[config.mk]
export PLATFORM = sky130hd
export DESIGN_NAME = drr_class_demux
export DESIGN_NICKNAME = d
export VERILOG_FILES = /design/src/rtl/drr_class_demux.sv
export SDC_FILE = /design/constraint.sdc
export NUM_CORES = 1
export LEC_CHECK = 0
export BUFFER_PORTS_ARGS = -buffer_cell sky130_fd_sc_hd__buf_2
export CAP_MARGIN = 30
export CORE_AREA = 2 2 215 217
export DETAILED_ROUTE_END_ITERATION = 8
export DIE_AREA = 0 0 217 219
export GPL_ROUTABILITY_DRIVEN = 0
export PLACE_DENSITY_LB_ADDON = 0.12
export RECOVER_POWER = 100
export REMOVE_ABC_BUFFERS = 1
export SLEW_MARGIN = 20
export SYNTH_ARGS = -nofsm -noshare
export SYNTH_HDL_FRONTEND = slang
export SYNTH_SLANG_ARGS = --single-unit
[constraint.sdc]
create_clock -name clk -period 6.7 [get_ports clk]
set_input_delay 0.335 -clock clk [delete_from_list [all_inputs] [get_ports clk]]
set_output_delay 0.335 -clock clk [all_outputs]
set_load 0.01 [all_outputs]
[src/rtl/drr_class_demux.sv]
// drr_class_demux: steers framed packets from one upstream stream to one of
// NUM_CLASSES class queues, chosen by data[2:0] of the 8'h55 start word.
// The datapath is shared: only the one-hot out_wr strobe selects the queue.
//
// Ports:
//   clk, reset                 clock, asynchronous active-low reset
//   in_data/in_ctrl/in_wr      upstream word, accepted when in_wr && in_rdy
//   in_rdy                     combinational accept (depends on state, out_rdy)
//   out_data/out_ctrl/out_wr   registered word and one-hot queue strobe
//   out_rdy                    per-queue space available
//   pkt_count                  forwarded packets per class (32 bits each)
//   drop_count                 packets dropped for an out-of-range class
//   frame_err_count            words discarded in IDLE that were not 8'h55
module drr_class_demux #(
    parameter int unsigned DATA_WIDTH  = 64,
    parameter int unsigned CTRL_WIDTH  = DATA_WIDTH / 8,
    parameter int unsigned NUM_CLASSES = 5
) (
    input  logic                        clk,
    input  logic                        reset,
    input  logic [DATA_WIDTH-1:0]       in_data,
    input  logic [CTRL_WIDTH-1:0]       in_ctrl,
    input  logic                        in_wr,
    output logic                        in_rdy,
    output logic [DATA_WIDTH-1:0]       out_data,
    output logic [CTRL_WIDTH-1:0]       out_ctrl,
    output logic [NUM_CLASSES-1:0]      out_wr,
    input  logic [NUM_CLASSES-1:0]      out_rdy,
    output logic [32*NUM_CLASSES-1:0]   pkt_count,
    output logic [31:0]                 drop_count,
    output logic [15:0]                 frame_err_count
);

    localparam int unsigned CLS_W      = 3;
    localparam int unsigned PKT_CNT_W  = 32;
    localparam int unsigned DROP_CNT_W = 32;
    localparam int unsigned FERR_CNT_W = 16;

    localparam logic [CTRL_WIDTH-1:0] CTRL_SOP  = CTRL_WIDTH'(8'h55);
    localparam logic [CTRL_WIDTH-1:0] CTRL_BODY = '0;

    typedef enum logic [1:0] {IDLE, HDR_WAIT, FORWARD, DROP} state_t;

    state_t                  state_q, state_d;
    logic [1:0]              sync_q;
    logic                    run;
    logic [CLS_W-1:0]        cls_q, cls_d;
    logic [DATA_WIDTH-1:0]   hdr_data_q, hdr_data_d;
    logic                    seen_body_q, seen_body_d;
    logic [DATA_WIDTH-1:0]   out_data_d;
    logic [CTRL_WIDTH-1:0]   out_ctrl_d;
    logic [NUM_CLASSES-1:0]  out_wr_d;
    logic                    pkt_inc, drop_inc, ferr_inc;
    logic                    sel_rdy;
    logic [NUM_CLASSES-1:0]  cls_onehot;
    logic                    accept, sop, body, cls_valid;
    logic [PKT_CNT_W-1:0]    pkt_q [NUM_CLASSES];

    // Reset release synchroniser; accepting is held off until it settles.
    always_ff @(posedge clk or negedge reset) begin
        if (!reset) sync_q <= '0;
        else        sync_q <= {sync_q[0], 1'b1};
    end
    assign run = sync_q[1];

    // Decode the latched class into a ready select and a one-hot strobe.
    always_comb begin
        sel_rdy    = 1'b0;
        cls_onehot = '0;
        for (int unsigned k = 0; k < NUM_CLASSES; k++) begin
            if (cls_q == CLS_W'(k)) begin
                sel_rdy       = out_rdy[k];
                cls_onehot[k] = 1'b1;
            end
        end
    end

    // Upstream ready: only the selected queue's out_rdy matters.
    always_comb begin
        in_rdy = 1'b0;
        if (run) begin
            case (state_q)
                IDLE, DROP: in_rdy = 1'b1;
                FORWARD:    in_rdy = sel_rdy;
                default:    in_rdy = 1'b0;
            endcase
        end
    end

    assign accept    = in_wr && in_rdy;
    assign sop       = (in_ctrl == CTRL_SOP);
    assign body      = (in_ctrl == CTRL_BODY);
    assign cls_valid = (32'(in_data[CLS_W-1:0]) < NUM_CLASSES);

    // Next state, next registered outputs and counter increments.
    always_comb begin
        state_d     = state_q;
        cls_d       = cls_q;
        hdr_data_d  = hdr_data_q;
        seen_body_d = seen_body_q;
        out_data_d  = out_data;
        out_ctrl_d  = out_ctrl;
        out_wr_d    = '0;
        pkt_inc     = 1'b0;
        drop_inc    = 1'b0;
        ferr_inc    = 1'b0;
        case (state_q)
            IDLE: begin
                if (accept) begin
                    if (sop) begin
                        seen_body_d = 1'b0;
                        if (cls_valid) begin
                            cls_d      = in_data[CLS_W-1:0];
                            hdr_data_d = in_data;
                            state_d    = HDR_WAIT;
                        end else begin
                            drop_inc = 1'b1;
                            state_d  = DROP;
                        end
                    end else begin
                        ferr_inc = 1'b1;
                    end
                end
            end
            HDR_WAIT: begin
                if (sel_rdy) begin
                    out_data_d = hdr_data_q;
                    out_ctrl_d = CTRL_SOP;
                    out_wr_d   = cls_onehot;
                    state_d    = FORWARD;
                end
            end
            FORWARD: begin
                if (accept) begin
                    out_data_d = in_data;
                    out_ctrl_d = in_ctrl;
                    out_wr_d   = cls_onehot;
                    if (body) begin
                        seen_body_d = 1'b1;
                    end else if (seen_body_q) begin
                        seen_body_d = 1'b0;
                        pkt_inc     = 1'b1;
                        state_d     = IDLE;
                    end
                end
            end
            DROP: begin
                if (accept) begin
                    if (body) begin
                        seen_body_d = 1'b1;
                    end else if (seen_body_q) begin
                        seen_body_d = 1'b0;
                        state_d     = IDLE;
                    end
                end
            end
            default: state_d = IDLE;
        endcase
    end

    // State, latched header and output registers.
    always_ff @(posedge clk or negedge reset) begin
        if (!reset) begin
            state_q         <= IDLE;
            cls_q           <= '0;
            hdr_data_q      <= '0;
            seen_body_q     <= 1'b0;
            out_data        <= '0;
            out_ctrl        <= '0;
            out_wr          <= '0;
            drop_count      <= '0;
            frame_err_count <= '0;
        end else begin
            state_q     <= state_d;
            cls_q       <= cls_d;
            hdr_data_q  <= hdr_data_d;
            seen_body_q <= seen_body_d;
            out_data    <= out_data_d;
            out_ctrl    <= out_ctrl_d;
            out_wr      <= out_wr_d;
            if (drop_inc) drop_count      <= drop_count + DROP_CNT_W'(1);
            if (ferr_inc) frame_err_count <= frame_err_count + FERR_CNT_W'(1);
        end
    end

    // Per-class packet counters; bumped on the EOP accept edge.
    always_ff @(posedge clk or negedge reset) begin
        if (!reset) begin
            for (int unsigned k = 0; k < NUM_CLASSES; k++) pkt_q[k] <= '0;
        end else if (pkt_inc) begin
            for (int unsigned k = 0; k < NUM_CLASSES; k++) begin
                if (cls_q == CLS_W'(k)) pkt_q[k] <= pkt_q[k] + PKT_CNT_W'(1);
            end
        end
    end

    for (genvar g = 0; g < NUM_CLASSES; g++) begin : g_pkt
        assign pkt_count[PKT_CNT_W*g +: PKT_CNT_W] = pkt_q[g];
    end

endmodule
==> run summary, run 1 <==
* complete, but fails checks — run status
* max-capacitance violations, max-slew violations — failing checks
* 1.00 — share of synthesized flip-flops with an asynchronous set or reset
* inv_1 -> ha_1 -> and4b_1 -> nand3_1 -> a2111oi_0 -> nand4_1 -> nor2_1 -> xor2_1 — cells traversed along the worst timing path
* 0 — number of enable flip-flop cells after synthesis
* 3 — maxcap violations
* 42.7 mm — final WL
* 0.126 — share of final-layout standard cells stronger than drive strength 1
* 1,370 — gate count of the mapped netlist
* 20 — maximum fanout along the worst path
* 0.347 — starting density of the core
* 0.187 — combinational fraction of design power
* 25.5% — Area growth, synth to finish
* 47,500 um2 — floorplan die area
* sky130_fd_sc_hd__a2111oi_0 — Critical Path Slowest Stage Cell
* 11,681 — vias post-DR
* state_q[0]$_DFFE_PN0P_ — reg2reg start
* reg2reg — startpoint-to-endpoint class of the critical path
* 574 — DRT iter0 DRCs
* 0 — Yosys warning count
* pkt_count[60]$_DFFE_PN0P_ — end of the worst register-to-register path
* 0.385 — clock group share of total power
* 0.06 ns — clock-pin slew on the worst setup and hold paths
* 0.57 ns — worst-skew pair later-pin latency
* 366 — number of ports placed on the die boundary
* in_data[57] — startpoint of the most critical hold path
* sky130_fd_sc_hd__dfrtp_1, sky130_fd_sc_hd__xnor2_1, sky130_fd_sc_hd__mux2_2 — synth top area cells
* 0 — Antenna Violating Nets Remaining
* 7.18 ns — Crit path required time
* 0.427 — sequential power share
* 0 ns — final sum of negative setup slack
* 2.15 ns — transition time at the pin with the least slew margin
* 0.567 — area share of the largest cell type after synthesis
* 42 — Inserted Clock Buffers
* 0 — antenna cell count
* register — Startpoint Class
* 0.435 — Final Core Density
* sky130_fd_sc_hd__dfrtp_1 — most instantiated library cell after synthesis
* 168 — maximum number of pins on one net before global-route repair
* 1.67 ns — crit-path max cell delay
* compound AO/OA/AOI/OAI gates — largest delay contributor family on the critical path
* 11.4 um2 — Avg Inst Size Synth
* 1,888 — # nets final
* 45,100 um2 — core region area
* 0 — grt total ovfl
* 8 — worst reg-to-reg path cell count
* 59 — number of library cell types mapped by synthesis
* in2reg — Hold Crit Class
* 0.179 — gr usage total
* 0 — drt drc
* hdr_data_q[57]$_DFFE_PN0P_ — Hold Path End
* 2 — number of cells traversed by the worst hold path
* 54 — fin. max-slew vios
* no — RSZ-0062 raised after global routing
* 0.687 — final clock period utilization by the worst path
* 0.0237 ns — setup clock skew after layout
* 17.6 um — DR WL/cell
* 15,600 um2 — synthesized cell area
* 354 — Yosys reg bits
* 0.567 — sequential share of the synthesized area
* -0.469 — headroom to the max-slew limit
* 354 — number of sinks on the clock net
* sky130_fd_sc_hd__clkbuf_16 — cell chosen for the clock root
* 5.09 ns — crit path DAT
* 0.306 — sw frac
* 4.60 ns — shortest clock period the worst path allows after layout
* sky130_fd_sc_hd__dfrtp_1 — largest area contributor in the netlist
* 66.9 mm — global-route wire length before repair
* 297 nW/um2 — PwrDens
* 2.10 ns — Worst R2R Setup Slack
* 11,615 — via count of the first global-routing pass
* 217 MHz — Fmax
* 0.191 mV — Worst VDD drop
* 0 — Setup Viol. Count Final
* 4.04 mW — design internal power
* 8.84 nW — leak pwr
* 219 um — die boundary height
* 1.79 mW — switching power
* 1 — critical path buffer and inverter count
* register — critical path capture point type
* 3 — maximum buffer depth of the clock tree
* 2 — H-Tree Level Count
* sky130_fd_sc_hd__dfrtp_1, sky130_fd_sc_hd__nand2_1, sky130_fd_sc_hd__xnor2_1 — Synth top cells by count
* 4.81 — Via density
* 0 — number of hold-slack violations in the final timing report
* sky130_fd_sc_hd__dfrtp_1 — most common flop cell mapped by yosys
* 30.2 mm — post-detail-place hpwl
* 4,534 — Layout fillers
* 365 — Port-buffer cells
* 1 — antenna violations before repair
* done — clock tree from TritonCTS
* 4 — drt first pass iters
* 78 — number of placement rows
* 217 um — Die W
[cells in the final DEF (no fill, tap or decap), types with 5 or more instances in the layout]
cell,count
sky130_fd_sc_hd__inv_1,18
sky130_fd_sc_hd__nand3_1,96
sky130_fd_sc_hd__nand2_1,160
sky130_fd_sc_hd__and3_1,37
sky130_fd_sc_hd__and2_1,5
sky130_fd_sc_hd__clkbuf_16,43
sky130_fd_sc_hd__xnor2_1,134
sky130_fd_sc_hd__or4_1,5
sky130_fd_sc_hd__a21oi_1,6
sky130_fd_sc_hd__mux2i_1,65
sky130_fd_sc_hd__clkinv_2,9
sky130_fd_sc_hd__ha_1,11
sky130_fd_sc_hd__buf_2,78
sky130_fd_sc_hd__clkbuf_8,9
sky130_fd_sc_hd__dlygate4sd3_1,52
sky130_fd_sc_hd__and4_1,20
sky130_fd_sc_hd__nor2_1,73
sky130_fd_sc_hd__xor2_1,67
sky130_fd_sc_hd__dfrtp_1,354
sky130_fd_sc_hd__clkbuf_1,299
sky130_fd_sc_hd__nor4_1,14
sky130_fd_sc_hd__nor3_1,25
sky130_fd_sc_hd__nand4_1,51
sky130_fd_sc_hd__o21ai_0,68
sky130_fd_sc_hd__mux2_2,69
[state kept, by name (all words and copies together) (netlist names)]
signal,flops
sync_q,2
out_data,64
hdr_data_q,62
pkt_count,160
seen_body_q,1
state_q,2
out_wr,5
out_ctrl,8
drop_count,32
frame_err_count,16
cls_q,2
[worst max-delay path by stage]
stage                           startpoint                         end  slack (ns)  cells after the start
finish              state_q[0]$_DFFE_PN0P_   pkt_count[60]$_DFFE_PN0P_        2.10                      8
global route        state_q[0]$_DFFE_PN0P_   pkt_count[60]$_DFFE_PN0P_        1.51                      8
CTS                 state_q[0]$_DFFE_PN0P_  hdr_data_q[25]$_DFFE_PN0P_        3.05                      8
detailed placement  state_q[0]$_DFFE_PN0P_  hdr_data_q[42]$_DFFE_PN0P_        3.09                      8
global placement    state_q[0]$_DFFE_PN0P_  hdr_data_q[14]$_DFFE_PN0P_        3.23                      8
floorplan           state_q[0]$_DFFE_PN0P_     out_data[0]$_DFFE_PN0P_       -0.66                      5
[cell type report]
class	instances	area (um2)	area share
clock inverter	14	125	0.00638
timing repair buffer	429	2120	0.108
inverter	18	67.6	0.00344
tap	600	751	0.0383
sequential	354	8860	0.452
multi-input combinational	952	6450	0.329
clock buffer	61	1230	0.0629
[power by group through the flow]
stage / sequential, mW / clock (mW) / combinational, mW
2_1_floorplan: 2.61 / 0 / 0.551
4_1_cts: 2.49 / 2.32 / 1.19
3_3_place_gp: 2.52 / 0 / 1.15
5_1_grt: 2.52 / 2.42 / 1.23
6_report: 2.49 / 2.25 / 1.09
3_5_place_dp: 2.52 / 0 / 1.16
[timing repair]
action                                 CTS  global route
endpoints found under the hold margin  161             0
hold buffers                            52             0
buffers inserted                         0             0
resized for setup                        0             0
[logic make-up (layout without fill, tap and decap cells)]
kind of cell / after synthesis / count (layout) / share of synthesized area
other: 1 / 1 / 0.000240
adder cells (fa/ha/maj): 11 / 11 / 0.00880
AO/OA/AOI/OAI: 99 / 99 / 0.0367
multiplexers: 134 / 134 / 0.0913
XOR/XNOR: 201 / 201 / 0.113
AND/OR/NAND/NOR: 506 / 506 / 0.166
buffers and inverters: 64 / 522 / 0.0180
flip-flops: 354 / 354 / 0.567
[layer usage]
metal	share of wire	global-route usage	wire length, um	vias to the layer above
met5	0.00030	0	13	-
li1	-	-	-	5615
met4	0.023	0.0541	974	2
met1	0.45	0.240	19400	5744
met3	0.070	0.0588	2970	61
met2	0.45	0.274	19400	259
[metrics by stage]
stage / power, mW / hold WS, ns / cells / cell area (um2) / setup WS (ns)
after CTS: 6.00 / 0.000116 / 2427 / 20100 / 3.05
after floorplan: 3.16 / 0.0394 / 1324 / 15400 / -0.657
after global placement: 3.66 / 0.332 / 2298 / 18100 / 3.23
final: 5.83 / 0.0304 / 2428 / 19600 / 2.10
after global routing: 6.17 / 0.00724 / 2428 / 19600 / 1.51
after detailed placement: 3.69 / 0.343 / 2300 / 18200 / 3.09
(Power assumes the default switching activity.)
==> run 2: changes to the inputs <==
==> constraint.sdc (replaced) <==
create_clock -name clk -period 4.6 [get_ports clk]
set_input_delay 0.23 -clock clk [delete_from_list [all_inputs] [get_ports clk]]
set_output_delay 0.23 -clock clk [all_outputs]
set_load 0.01 [all_outputs]
==> run 2 against run 1 <==
The flow still finishes with violations (max-capacitance violations, max-slew violations). Critical path depth stayed put. Clock-buffer cell count is 1 higher. Wire length is 0.40% higher. Non-clock buffer count is 24 higher. Clock skew is 0.014 ns lower. Worst setup slack worse by 1.1 ns. Final cell count is 0.91% higher.
==> run summary, run 2 (synthesis results as in run 1) <==
* 8.87 nW — leak pwr
* -0.474 — headroom to the max-slew limit
* 1 — maxcap violations
* register — Startpoint Class
* 2.57 mW — switching power
* 4.06 ns — crit path DAT
* 3.63 ns — shortest clock period the worst path allows after layout
* 2 — H-Tree Level Count
* 2,302 — number of cells after detailed placement
* 219 um — die boundary height
* 42 — Inserted Clock Buffers
* 160 — flip-flop count of the largest register, all copies and words added
* 0 — Setup Viol. Count Final
* 11,833 — vias post-DR
* 0.122 — share of final-layout standard cells stronger than drive strength 1
* 67.5 mm — global-route wire length before repair
* 5 — drt first pass iters
* 365 — Port-buffer cells
* 0.347 — starting density of the core
* 217 um — Die W
* 26.5% — Area growth, synth to finish
* 74 — Hold-fix buffers, CTS
* 82 — fin. max-slew vios
* 2.21 ns — transition time at the pin with the least slew margin
* 3 — maximum buffer depth of the clock tree
* 424 nW/um2 — PwrDens
* 0.193 — combinational fraction of design power
* 0 — postcts setup bufs
* 4.83 — Via density
* 0.375 — clock group share of total power
* 19,800 um2 — area of all placed cells without fillers
* 0.56 ns — worst-skew pair later-pin latency
* 5.82 mW — design internal power
* no — RSZ-0062 raised after global routing
* 0 — drt drc
* reg2reg — startpoint-to-endpoint class of the critical path
* 0.06 ns — clock-pin slew on the worst setup and hold paths
* 30.1 mm — post-detail-place hpwl
* 18,200 um2 — Post-DP Area
* 5.03 ns — Crit path required time
* 0.270 mV — Worst VDD drop
* 275 MHz — Fmax
* 1,912 — # nets final
* 119 — maximum number of pins on one net before global-route repair
* 0.00964 ns — setup clock skew after layout
* 638 — DRT iter0 DRCs
* 47,500 um2 — floorplan die area
* sky130_fd_sc_hd__clkbuf_16 — cell chosen for the clock root
* 17.5 um — DR WL/cell
* complete, but fails checks — run status
* 11,675 — via count of the first global-routing pass
* 366 — number of ports placed on the die boundary
* 0 — number of hold-slack violations in the final timing report
* 2 — antenna violations before repair
* 64 — maximum fanout along the worst path
* register — critical path capture point type
* 0 — post_cts resized
* 0.433 — sequential power share
* sky130_fd_sc_hd__dfrtp_1, sky130_fd_sc_hd__clkbuf_1, sky130_fd_sc_hd__nand2_1 — most frequent cells in the layout
* 2,450 — fin cells
* 78 — number of placement rows
* 0 — Antenna Violating Nets Remaining
* 0.180 — gr usage total
* 354 — number of sinks on the clock net
* 0 — grt total ovfl
* 45,100 um2 — core region area
* in2reg — Hold Crit Class
* max-capacitance violations, max-slew violations — failing checks
* done — clock tree from TritonCTS
* 42.9 mm — final WL
* 0.306 — sw frac
* 0.789 — final clock period utilization by the worst path
* sky130_fd_sc_hd__dfrtp_1 — leading cell type in the layout, fill and taps excluded
run 2: layout make-up:
type / instances / area (um2)
clock inverters: 10 / 100
well taps: 600 / 751
diodes: 1 / 2.50
repair buffers: 453 / 2350
clock buffers: 62 / 1180
fillers: 4516 / 25300
inverters: 18 / 67.6
flip-flops and latches: 354 / 8860
multi-input cells: 952 / 6470
run 2: layer usage:
metal	track usage	share of wire
met1	0.239	0.44
met2	0.283	0.46
met4	0.0600	0.026
met3	0.0536	0.073
met5	0	0.00030
run 2: path summary, 6_finish.rpt:
path                                             start                         end  slack, ns  cells after the start
worst max-delay path            state_q[0]$_DFFE_PN0P_  hdr_data_q[19]$_DFFE_PN0P_       0.97                      8
min in group asynchronous                        reset  drop_count[23]$_DFFE_PN0P_       0.87                      2
max in group asynchronous                        reset     out_data[7]$_DFFE_PN0P_       1.42                      3
worst min register to register     sync_q[0]$_DFF_PN0_         sync_q[1]$_DFF_PN0_       0.37                      0
worst max register to register  state_q[0]$_DFFE_PN0P_  hdr_data_q[19]$_DFFE_PN0P_       0.97                      8
worst min-delay path                             in_wr         out_wr[3]$_DFF_PN0_       0.33                      4
run 2: metrics by stage:
stage                     utilization  setup TNS (ns)  total power [mW]  worst slack [ns]  hold slack (ns)
after global placement          0.403               0              5.35              1.46            0.287
final                           0.439               0              8.39             0.970            0.332
after floorplan                     -         -273.60              4.60             -2.76          -0.0656
after global routing            0.439               0              8.89             0.669            0.338
after detailed placement        0.404               0              5.39              1.33            0.287
after CTS                       0.449               0              8.67              1.32            0.272
run 2: power groups by stage:
stage / Combinational [mW] / Sequential, mW / Clock, mW
global route: 1.82 / 3.67 / 3.40
global placement: 1.69 / 3.66 / 0
CTS: 1.78 / 3.62 / 3.27
detailed placement: 1.72 / 3.67 / 0
finish: 1.61 / 3.63 / 3.14
floorplan: 0.802 / 3.80 / 0
run 2: critical path: stages, from the launching register on:
cell                      delay [ns]
sky130_fd_sc_hd__dfrtp_1        0.41
sky130_fd_sc_hd__inv_1          0.11
sky130_fd_sc_hd__ha_1           0.73
sky130_fd_sc_hd__and4b_1        0.64
sky130_fd_sc_hd__nor2_1         0.16
sky130_fd_sc_hd__a21oi_1        0.42
sky130_fd_sc_hd__nand4_4        0.13
sky130_fd_sc_hd__buf_4          0.36
sky130_fd_sc_hd__mux2_2         0.42
==> run 3: changes to the inputs <==
--- a/config.mk
+++ b/config.mk
@@ -5,11 +5,12 @@
 export SDC_FILE = /design/constraint.sdc
 export NUM_CORES = 1
 export LEC_CHECK = 0
+export ABC_AREA = 1
 export BUFFER_PORTS_ARGS = -buffer_cell sky130_fd_sc_hd__buf_2
 export CAP_MARGIN = 30
-export CORE_AREA = 2 2 215 217
+export CORE_AREA = 2 2 239 241
 export DETAILED_ROUTE_END_ITERATION = 8
-export DIE_AREA = 0 0 217 219
+export DIE_AREA = 0 0 241 243
 export GPL_ROUTABILITY_DRIVEN = 0
 export PLACE_DENSITY_LB_ADDON = 0.12
 export RECOVER_POWER = 100
==> constraint.sdc (replaced) <==
create_clock -name clk -period 3.14 [get_ports clk]
set_input_delay 0.157 -clock clk [delete_from_list [all_inputs] [get_ports clk]]
set_output_delay 0.157 -clock clk [all_outputs]
set_load 0.01 [all_outputs]
==> run 3 against run 2 <==
The flow still finishes with violations (max-capacitance violations, max-slew violations). Worst setup slack lost 0.51 ns. Clock power grew 62%. Final cell count grew 54%. Fmax grew 35%. Die area grew 23%. Critical endpoint is now pkt_count[48]$_DFFE_PN0P_.
==> run summary, run 3 <==
* 21.8% — Area growth, synth to finish
* complete, but fails checks — run status
* 2,572 — gate count of the mapped netlist
* 18,153 — vias post-DR
* 37 — maximum fanout along the worst path
* 87 — number of placement rows
* 243 um — die boundary height
* no — RSZ-0062 raised after global routing
* 354 — Yosys reg bits
* 538 nW/um2 — PwrDens
* 0.468 mV — Worst VDD drop
* 3.55 ns — Crit path required time
* 23,600 um2 — area of all placed cells without fillers
* reg2reg — startpoint-to-endpoint class of the critical path
* 0.421 — Final Core Density
* 373 MHz — Fmax
* 3 — maximum buffer depth of the clock tree
* 0.524 ns — Worst Setup Slack post-DPL
* sky130_fd_sc_hd__dfrtp_1, sky130_fd_sc_hd__nand2_1, sky130_fd_sc_hd__xor2_1 — synth top area cells
* 19,400 um2 — synthesized cell area
* 0 — Yosys warning count
* sky130_fd_sc_hd__clkbuf_16 — cell chosen for the clock root
* sky130_fd_sc_hd__dfrtp_1 — most common flop cell mapped by yosys
* 0 — number of enable flip-flop cells after synthesis
* 3.66 mm — routed length on met3
* sky130_fd_sc_hd__nand2_1, sky130_fd_sc_hd__dfrtp_1, sky130_fd_sc_hd__inv_1 — Synth top cells by count
* 1.00 — share of synthesized flip-flops with an asynchronous set or reset
* register — Startpoint Class
* done — clock tree from TritonCTS
* sky130_fd_sc_hd__nand2_1 — leading cell type in the layout, fill and taps excluded
* 27.5 mm — routed length on met2
* 21,800 um2 — Post-DP Area
* 3,780 — fin cells
* 41.8 mm — post-detail-place hpwl
* max-capacitance violations, max-slew violations — failing checks
* 0.315 — sw frac
* 96.0 mm — global-route wire length before repair
* 12.7 mW — Final Total Pwr
* 366 — number of ports placed on the die boundary
* 0.185 — combinational fraction of design power
* 5 — antenna violations before repair
* 7.52 um2 — Avg Inst Size Synth
* 35 — number of library cell types mapped by synthesis
* 0.0626 — share of final-layout standard cells stronger than drive strength 1
* 3,627 — number of cells after detailed placement
* 4.00 mW — switching power
* 123 — maximum number of pins on one net before global-route repair
* 354 — number of sinks on the clock net
* 0.58 ns — worst-skew pair later-pin latency
* 11.3 nW — leak pwr
* sky130_fd_sc_hd__dfrtp_1 — largest area contributor in the netlist
* 160 — flip-flop count of the largest register, all copies and words added
* 17,697 — via count of the first global-routing pass
* register — critical path capture point type
* 2.30 ns — transition time at the pin with the least slew margin
* in2reg — Hold Crit Class
* 26.7 mm — total routed wire length on the met1 layer
* 0.458 — sequential share of the synthesized area
* 0 — Antenna Violating Nets Remaining
* -0.533 — headroom to the max-slew limit
* 0.402 — clock group share of total power
* 0.0183 ns — setup clock skew after layout
* 1,101 — DRT iter0 DRCs
* 8.67 mW — design internal power
* 0.854 — final clock period utilization by the worst path
* 0 — Setup Viol. Count Final
* 0 — grt total ovfl
* 0.06 ns — clock-pin slew on the worst setup and hold paths
* 0 — drt drc
* 77 — fin. max-slew vios
* 1 — maxcap violations
* 0 — number of hold-slack violations in the final timing report
* sky130_fd_sc_hd__nand2_1 — most instantiated library cell after synthesis
* 7 — drt first pass iters
* met5 — topmost layer with routed signal wires
* 15.8 um — DR WL/cell
* 0.346 — starting density of the core
* 43 — Inserted Clock Buffers
* 241 um — Die W
* 56,000 um2 — core region area
* 58,600 um2 — floorplan die area
* 0.458 — area share of the largest cell type after synthesis
* 59.6 mm — final WL
* 0.413 — sequential power share
* 2 — H-Tree Level Count
* 2.68 ns — shortest clock period the worst path allows after layout
* 4.80 — Via density
* 3,082 — # nets final
* sky130_fd_sc_hd__nand2_1, sky130_fd_sc_hd__dfrtp_1, sky130_fd_sc_hd__clkbuf_1 — most frequent cells in the layout
* 0.458 ns — post-route setup slack
* 0.202 — gr usage total
* 3.10 ns — crit path DAT
* 0 — post_cts resized
* 365 — Port-buffer cells
-- run 3: cell count changes in the layout (fill, tap and decap cells not counted), sizes merged, moves of 37 or more --
cell and change:
xnor2 -65, xor2 +48, nor3 +62, mux2i -65, nor2 +103, and3 -37, nand2 +915, o21ai +125
mux2 -69, inv +176
-- run 3: repair_timing --
| item | CTS | global route |
|---|---|---|
| hold endpoints to repair | 207 | 0 |
| hold buffers | 75 | 0 |
| buffers inserted | 0 | 0 |
-- run 3: routing by layer --
layer,vias up,track usage
li1,9006,-
met1,8562,0.266
met2,476,0.328
met3,105,0.0456
met4,4,0.0637
met5,-,0
-- run 3: cells by family (layout without fill, tap and decap cells) --
group,count (synthesis),count (layout),synth area share
buf+inv,284,733,0.0698
flops,354,354,0.458
simple gates,1537,1537,0.328
other cells,1,4,0.000194
compound gates,201,201,0.0535
fa+ha+maj,11,11,0.00711
xor+xnor,184,184,0.0833
-- run 3: path summary, 6_finish.rpt --
path                                      startpoint                         end  slack [ns]  depth (start not counted)
max in group asynchronous                      reset  pkt_count[152]$_DFFE_PN0P_        0.62                          4
worst min register to register   sync_q[0]$_DFF_PN0_         sync_q[1]$_DFF_PN0_        0.36                          0
worst min-delay path                      out_rdy[3]     out_ctrl[3]$_DFFE_PN0P_        0.28                          6
min in group asynchronous                      reset   pkt_count[26]$_DFFE_PN0P_        0.83                          2
worst max register to register  cls_q[0]$_DFFE_PN0P_   pkt_count[48]$_DFFE_PN0P_        0.46                         15
worst max-delay path            cls_q[0]$_DFFE_PN0P_   pkt_count[48]$_DFFE_PN0P_        0.46                         15
-- run 3: power groups by stage --
stage               Sequential [mW]  Combinational, mW  Clock [mW]
floorplan                      5.39               1.14           0
global placement               5.31               2.38           0
detailed placement             5.30               2.42           0
CTS                            5.23               2.50        5.27
global route                   5.28               2.64        5.44
finish                         5.24               2.34        5.09
-- run 3: stage by stage --
stage / hold slack (ns) / setup TNS [ns]
final: 0.277 / 0
after global routing: 0.324 / 0
after CTS: 0.185 / 0
after detailed placement: 0.225 / 0
after global placement: 0.226 / 0
after floorplan: -0.139 / -158.53
-- run 3: final cells by class --
| class | count | area [um2] |
|---|---|---|
| multi-input combinational | 1934 | 9120 |
| clock inverter | 12 | 175 |
| clock buffer | 63 | 1270 |
| timing repair buffer | 462 | 2450 |
| inverter | 196 | 737 |
| sequential | 354 | 8860 |
| tap | 756 | 946 |
| fill | 5986 | 32400 |
| antenna | 3 | 7.51 |
-- run 3: worst max-delay path: stages (launching register included) --
cell and delay, ns:
sky130_fd_sc_hd__dfrtp_1 0.43, sky130_fd_sc_hd__nor2_1 0.21, sky130_fd_sc_hd__nand3_1 0.11, sky130_fd_sc_hd__nand3_1 0.10, sky130_fd_sc_hd__nand2_1 0.05, sky130_fd_sc_hd__nand2_1 0.05, sky130_fd_sc_hd__nand2_1 0.06, sky130_fd_sc_hd__nand2_1 0.19
sky130_fd_sc_hd__nand2_2 0.10, sky130_fd_sc_hd__nand2_4 0.09, sky130_fd_sc_hd__nand4_1 0.19, sky130_fd_sc_hd__nor2_4 0.23, sky130_fd_sc_hd__nand2_2 0.12, sky130_fd_sc_hd__buf_2 0.37, sky130_fd_sc_hd__nand2_1 0.13, sky130_fd_sc_hd__o21ai_0 0.09
